## src/rtl/ring_ctrl_mt.sv

```systemverilog
// Ring stop for a multithreaded core: routes ring requests and responses, injects
// core requests through a local FIFO and tracks outstanding reads per thread.
package ring_ctrl_mt_pkg;
    typedef enum logic [1:0] {RD = 2'd0, WR = 2'd1, RD_RSP = 2'd2, WR_RSP = 2'd3} t_opcode;
endpackage

module ring_ctrl_mt
    import ring_ctrl_mt_pkg::*;
#(
    parameter  int unsigned NUM_THREADS = 4,
    parameter  int unsigned FIFO_DEPTH  = 4,
    localparam int unsigned TID_W       = $clog2(NUM_THREADS),
    localparam int unsigned REQ_W       = 8 + TID_W
) (
    input  logic                   QClk,
    input  logic                   RstQnnnH,
    input  logic [7:0]             CoreID,
    input  logic                   RingReqInValid,
    input  logic [REQ_W-1:0]       RingReqInRequestor,
    input  t_opcode                RingReqInOpcode,
    input  logic [31:0]            RingReqInAddress,
    input  logic [31:0]            RingReqInData,
    input  logic                   RingRspInValid,
    input  logic [REQ_W-1:0]       RingRspInRequestor,
    input  t_opcode                RingRspInOpcode,
    input  logic [31:0]            RingRspInAddress,
    input  logic [31:0]            RingRspInData,
    output logic                   RingReqOutValid,
    output logic [REQ_W-1:0]       RingReqOutRequestor,
    output t_opcode                RingReqOutOpcode,
    output logic [31:0]            RingReqOutAddress,
    output logic [31:0]            RingReqOutData,
    output logic                   RingRspOutValid,
    output logic [REQ_W-1:0]       RingRspOutRequestor,
    output t_opcode                RingRspOutOpcode,
    output logic [31:0]            RingRspOutAddress,
    output logic [31:0]            RingRspOutData,
    input  logic                   C2F_ReqValid,
    input  t_opcode                C2F_ReqOpcode,
    input  logic [TID_W-1:0]       C2F_ReqThreadID,
    input  logic [31:0]            C2F_ReqAddress,
    input  logic [31:0]            C2F_ReqData,
    output logic                   C2F_RspValid,
    output t_opcode                C2F_RspOpcode,
    output logic [TID_W-1:0]       C2F_RspThreadID,
    output logic [31:0]            C2F_RspData,
    output logic                   C2F_RspStall,
    output logic                   F2C_ReqValid,
    output t_opcode                F2C_ReqOpcode,
    output logic [31:0]            F2C_ReqAddress,
    output logic [31:0]            F2C_ReqData,
    output logic [NUM_THREADS-1:0] RdPending,
    output logic                   OvfErr
);
    localparam int unsigned PTR_W = $clog2(FIFO_DEPTH);
    localparam int unsigned CNT_W = PTR_W + 1;
    localparam logic [CNT_W-1:0] FULL_CNT = CNT_W'(FIFO_DEPTH);

    typedef struct packed {
        logic             valid;
        logic [REQ_W-1:0] requestor;
        t_opcode          opcode;
        logic [31:0]      address;
        logic [31:0]      data;
    } ring_msg_t;

    typedef struct packed {
        logic        valid;
        t_opcode     opcode;
        logic [31:0] address;
        logic [31:0] data;
    } f2c_req_t;

    typedef struct packed {
        logic             valid;
        t_opcode          opcode;
        logic [TID_W-1:0] tid;
        logic [31:0]      data;
    } c2f_rsp_t;

    typedef struct packed {
        t_opcode          opcode;
        logic [TID_W-1:0] tid;
        logic [31:0]      address;
        logic [31:0]      data;
    } fifo_ent_t;

    ring_msg_t              req_out_q, req_out_d, rsp_out_q, rsp_out_d;
    f2c_req_t               f2c_q, f2c_d;
    c2f_rsp_t               c2f_q, c2f_d;
    logic [NUM_THREADS-1:0] pend_q, pend_d;
    logic                   ovf_q, ovf_d;
    logic [PTR_W-1:0]       wptr_q, wptr_d, rptr_q, rptr_d;
    logic [CNT_W-1:0]       cnt_q, cnt_d;
    fifo_ent_t              mem_q [FIFO_DEPTH];
    fifo_ent_t              head;
    logic                   req_hit, req_fwd, rsp_hit, fifo_full, push, pop;

    assign req_hit   = RingReqInValid && (RingReqInAddress[31:24] == CoreID);
    assign req_fwd   = RingReqInValid && !req_hit;
    assign rsp_hit   = RingRspInValid && (RingRspInRequestor[REQ_W-1:TID_W] == CoreID);
    assign fifo_full = (cnt_q == FULL_CNT);
    // Free slot = no forwarded request this cycle; a full FIFO that pops still refuses the push.
    assign pop       = !req_fwd && (cnt_q != '0);
    assign push      = C2F_ReqValid && !fifo_full;
    assign head      = mem_q[rptr_q];

    always_comb begin
        req_out_d = '0;
        if (req_fwd) begin
            req_out_d = '{1'b1, RingReqInRequestor, RingReqInOpcode, RingReqInAddress, RingReqInData};
        end else if (pop) begin
            req_out_d = '{1'b1, {CoreID, head.tid}, head.opcode, head.address, head.data};
        end

        f2c_d = '0;
        if (req_hit) begin
            f2c_d = '{1'b1, RingReqInOpcode, RingReqInAddress, RingReqInData};
        end

        rsp_out_d = '0;
        c2f_d     = '0;
        if (rsp_hit) begin
            c2f_d = '{1'b1, RingRspInOpcode, RingRspInRequestor[TID_W-1:0], RingRspInData};
        end else if (RingRspInValid) begin
            rsp_out_d = '{1'b1, RingRspInRequestor, RingRspInOpcode, RingRspInAddress, RingRspInData};
        end

        // Clear first so a same-cycle set on the same thread wins.
        pend_d = pend_q;
        if (rsp_hit && (RingRspInOpcode == RD_RSP)) begin
            pend_d[RingRspInRequestor[TID_W-1:0]] = 1'b0;
        end
        if (pop && (head.opcode == RD)) begin
            pend_d[head.tid] = 1'b1;
        end

        ovf_d  = ovf_q | (C2F_ReqValid & fifo_full);
        wptr_d = push ? wptr_q + PTR_W'(1) : wptr_q;
        rptr_d = pop ? rptr_q + PTR_W'(1) : rptr_q;
        cnt_d  = cnt_q;
        if (push && !pop) begin
            cnt_d = cnt_q + CNT_W'(1);
        end else if (pop && !push) begin
            cnt_d = cnt_q - CNT_W'(1);
        end
    end

    always_ff @(posedge QClk or posedge RstQnnnH) begin
        if (RstQnnnH) begin
            req_out_q <= '0;
            rsp_out_q <= '0;
            f2c_q     <= '0;
            c2f_q     <= '0;
            pend_q    <= '0;
            ovf_q     <= 1'b0;
            wptr_q    <= '0;
            rptr_q    <= '0;
            cnt_q     <= '0;
        end else begin
            req_out_q <= req_out_d;
            rsp_out_q <= rsp_out_d;
            f2c_q     <= f2c_d;
            c2f_q     <= c2f_d;
            pend_q    <= pend_d;
            ovf_q     <= ovf_d;
            wptr_q    <= wptr_d;
            rptr_q    <= rptr_d;
            cnt_q     <= cnt_d;
        end
    end

    always_ff @(posedge QClk) begin
        if (push) begin
            mem_q[wptr_q] <= '{C2F_ReqOpcode, C2F_ReqThreadID, C2F_ReqAddress, C2F_ReqData};
        end
    end

    assign RingReqOutValid     = req_out_q.valid;
    assign RingReqOutRequestor = req_out_q.requestor;
    assign RingReqOutOpcode    = req_out_q.opcode;
    assign RingReqOutAddress   = req_out_q.address;
    assign RingReqOutData      = req_out_q.data;
    assign RingRspOutValid     = rsp_out_q.valid;
    assign RingRspOutRequestor = rsp_out_q.requestor;
    assign RingRspOutOpcode    = rsp_out_q.opcode;
    assign RingRspOutAddress   = rsp_out_q.address;
    assign RingRspOutData      = rsp_out_q.data;
    assign F2C_ReqValid        = f2c_q.valid;
    assign F2C_ReqOpcode       = f2c_q.opcode;
    assign F2C_ReqAddress      = f2c_q.address;
    assign F2C_ReqData         = f2c_q.data;
    assign C2F_RspValid        = c2f_q.valid;
    assign C2F_RspOpcode       = c2f_q.opcode;
    assign C2F_RspThreadID     = c2f_q.tid;
    assign C2F_RspData         = c2f_q.data;
    assign C2F_RspStall        = fifo_full;
    assign RdPending           = pend_q;
    assign OvfErr              = ovf_q;
endmodule
```

## config.mk

```make
export PLATFORM = sky130hd
export DESIGN_NAME = ring_ctrl_mt
export DESIGN_NICKNAME = d
export VERILOG_FILES = /design/src/rtl/ring_ctrl_mt.sv
export SDC_FILE = /design/constraint.sdc
export NUM_CORES = 1
export LEC_CHECK = 0
export BUFFER_PORTS_ARGS = -buffer_cell sky130_fd_sc_hd__buf_2
export CAP_MARGIN = 40
export CORE_ASPECT_RATIO = 1.1
export CORE_MARGIN = 5
export CORE_UTILIZATION = 57
export CTS_CLUSTER_DIAMETER = 200
export DETAILED_ROUTE_END_ITERATION = 6
export PLACE_DENSITY = 0.95
export SLEW_MARGIN = 20
export SYNTH_ARGS = -nofsm -noshare
export SYNTH_HDL_FRONTEND = slang
export SYNTH_SLANG_ARGS = --single-unit
```

## constraint.sdc

```tcl
create_clock -name QClk -period 18.28 [get_ports QClk]
set_clock_uncertainty 0.15 [all_clocks]
set_input_delay 3.656 -clock QClk [delete_from_list [all_inputs] [get_ports QClk]]
set_output_delay 3.656 -clock QClk [all_outputs]
set_load 0.01 [all_outputs]
```

==> flow_summary.ini <==
[outcome]
status = complete, no violations

[drt]
ant_nets = 0
drc = 0
vias = 12000
firstDrtPassIters = 6
routed_wl_mm = 54.1
wl_per_cell_um = 25.3
drtIter0Drc = 910
via_per_inst = 5.63

[setup_path]
startpoint_type = input pin
slowest_stage = buf_4
path_cells = buf_2, xnor2_1, nand4_1, o21a_4, buf_4, buf_16, buf_4, nor2_1, xor2_1
critical_path_class = in2reg
critPathMaxFanout = 77
crit_family = buffers and inverters
endpoint_kind = flop
arrival_ps = 5860
cp_common_cell = buf_4
cp_num_buf_inv = 4
required_ps = 18540
regToRegStartpoint = rptr_q[0]
startpoint = CoreID[0]
max_stage_delay_ps = 710

[cts]
ctsResizeCount = 0
hold_buffers = 0
cts_tree = yes
postCtsSetupRepairBufs = 0
clk_latency_ps = 560
clock-sinks = 542
cts.clk_slew.worst_paths_ps = 60
cts_root_buffer = clkbuf_16
clock_path_buffers = 3
htreeDepth = 2
cts_buffers = 51

[synthesis]
synthCells = 1149
yosysSeqAreaShare_pct = 77.2
synth_flop_cell = edfxtp_1
netlist_area_mm2 = 0.0193
yosys-top-cells-area = edfxtp_1 (42%), dfrtp_1 (35%), mux4_2 (7.9%)
yosys.area.top_type_share_pct = 42.3
synth.avg_cell_area_um2 = 16.8
yosysTopAreaCell = edfxtp_1
synth_cell_type_count = 36
synth_commonest_cells = edfxtp_1 (272), dfrtp_1 (270), and2_1 (182)
ys.warnings.count = 0
ys_seq_elements = 542
async_flop_share_pct = 49.8
yosysMostFrequentCell = edfxtp_1
synth_edf_count = 272
synth_nets = 1388

[floorplan]
core_area_mm2 = 0.0334
die_h_um = 203
ioPinCount = 497
die_w_um = 186
num_rows = 70
dieArea_mm2 = 0.0377
initial_core_util_pct = 57.9

[global_route]
met1_usage_pct = 33.2
grt_pass1_wl_mm = 79.4
antenna_found_initial = 12
grt_busiest_layer = met2
grt_pass1_vias = 13000
grt_max_degree = 124
use_met2_pct = 47.7
grt-ovfl-total = 0
gr-usage-all-layers_pct = 28.2
use_met3_pct = 8.30

[final_layout]
multi_input_area_mm2 = 0.00416
fill_cells = 1855
drive_gt1_share_pct = 40.0
seq_area_mm2 = 0.0149
layout.nets = 1895
area.growth.synth_to_final_pct = 25.4

[sta]
setup-violations-final = 0
drv_slew = 0
min_period_over_period_pct = 30.6
grt_setup_unrepaired = false
period_needed_ps = 5600
max_freq_mhz = 179
tns_ps = 0
maxSlewHeadroom_pct = 43.7
tightest_slew_ps = 845
hold_viol_final = 0

[power]
p_leak_nw = 11.0
p_total_mw = 3.40
cellPowerDensity_mw_per_mm2 = 140
ir_drop_v = 0.000152

[hold_path]
hold_start = RdPending[3]
hold_class = reg2reg

[placement]
io_buffer_count = 496
place_hpwl_mm = 36.3
gp_congestion = 0.924

[job]
drv_cap = 0
## cells in the final DEF (no fill, tap or decap), drive strengths merged, types with 2 or more instances in the layout
cell       n
buf      516
edfxtp   272
dfrtp    270
and2     182
nand2    153
clkbuf    78
o21ai     76
mux4      68
clkinv    12
xnor2     11
xor2      11
inv        9
diode      6
ha         5
nand4      3
nor4       3
nor2       3
nor2b      2
nand4b     2
o2bb2ai    2
a22o       2
bufinv     2
nor3       2
or2        2
## per-stage QoR
step / setup WS [ps] / instance area (um^2) / hold slack (ps) / instances / util (%)
CTS: 12460 / 24100 / 339 / 2127 / 72.3
detailed placement: 11880 / 22400 / 291 / 2032 / 67.1
global placement: 11980 / 22200 / 285 / 2024 / 66.6
floorplan: 7040 / 19300 / 319 / 1149 / -
global route: 12610 / 24200 / 360 / 2135 / 72.6
finish: 12680 / 24200 / 336 / 2136 / 72.6
## power breakdown
group / switching [mW] / internal (mW)
clock network: 0.448 / 0.632
registers: 0.0881 / 1.50
logic: 0.423 / 0.317
total: 0.959 / 2.44
## path summary, 6_finish.rpt
check                      cells after the start  slack, ps            endpoint
min in group asynchronous                      2       2880   RingRspOutData[4]
setup reg to reg                               5      14810        RdPending[3]
max in group asynchronous                      5      13750  F2C_ReqAddress[10]
hold reg to reg                                1        340        RdPending[3]
hold / removal                                 1        340        RdPending[3]
setup / recovery                               9      12680           rptr_q[1]
## metal layers
layer,up-vias,part of all wire (%)
li1,5071,-
met1,6015,33
met2,727,51
met3,196,10
met4,10,5.4
met5,-,0.12
## flip-flops by register name (all words and copies together), names as in the netlist, 2 cells and up
register             flops
wptr_q                   2
RingRspOutData          32
RdPending                4
cnt_q                    3
F2C_ReqData             32
rptr_q                   2
C2F_RspData             32
RingReqOutAddress       32
C2F_RspOpcode            2
C2F_RspThreadID          2
RingRspOutOpcode         2
F2C_ReqOpcode            2
RingReqOutRequestor     10
RingReqOutData          32
F2C_ReqAddress          32
RingReqOutOpcode         2
RingRspOutRequestor     10
mem_q                  272
RingRspOutAddress       32
## cells by family after synthesis
group                    after synthesis  share of synthesized area [%]
AO/OA/AOI/OAI                         84                           2.31
XOR/XNOR                              22                          0.997
adder cells (fa/ha/maj)                6                          0.427
buffers and inverters                 68                           1.45
flip-flops                           542                           77.2
multiplexers                          69                           7.98
AND/OR/NAND/NOR                      358                           9.60
## area by class of cell
class,count,area share [%]
repair buffers,516,11.6
well taps,432,2.23
multi-input cells,539,17.2
clock inverters,17,0.651
clock buffers,78,6.57
flip-flops and latches,542,61.6
diodes,6,0.0620
inverters,6,0.124
Note: power is estimated with default switching activity, not from simulation.
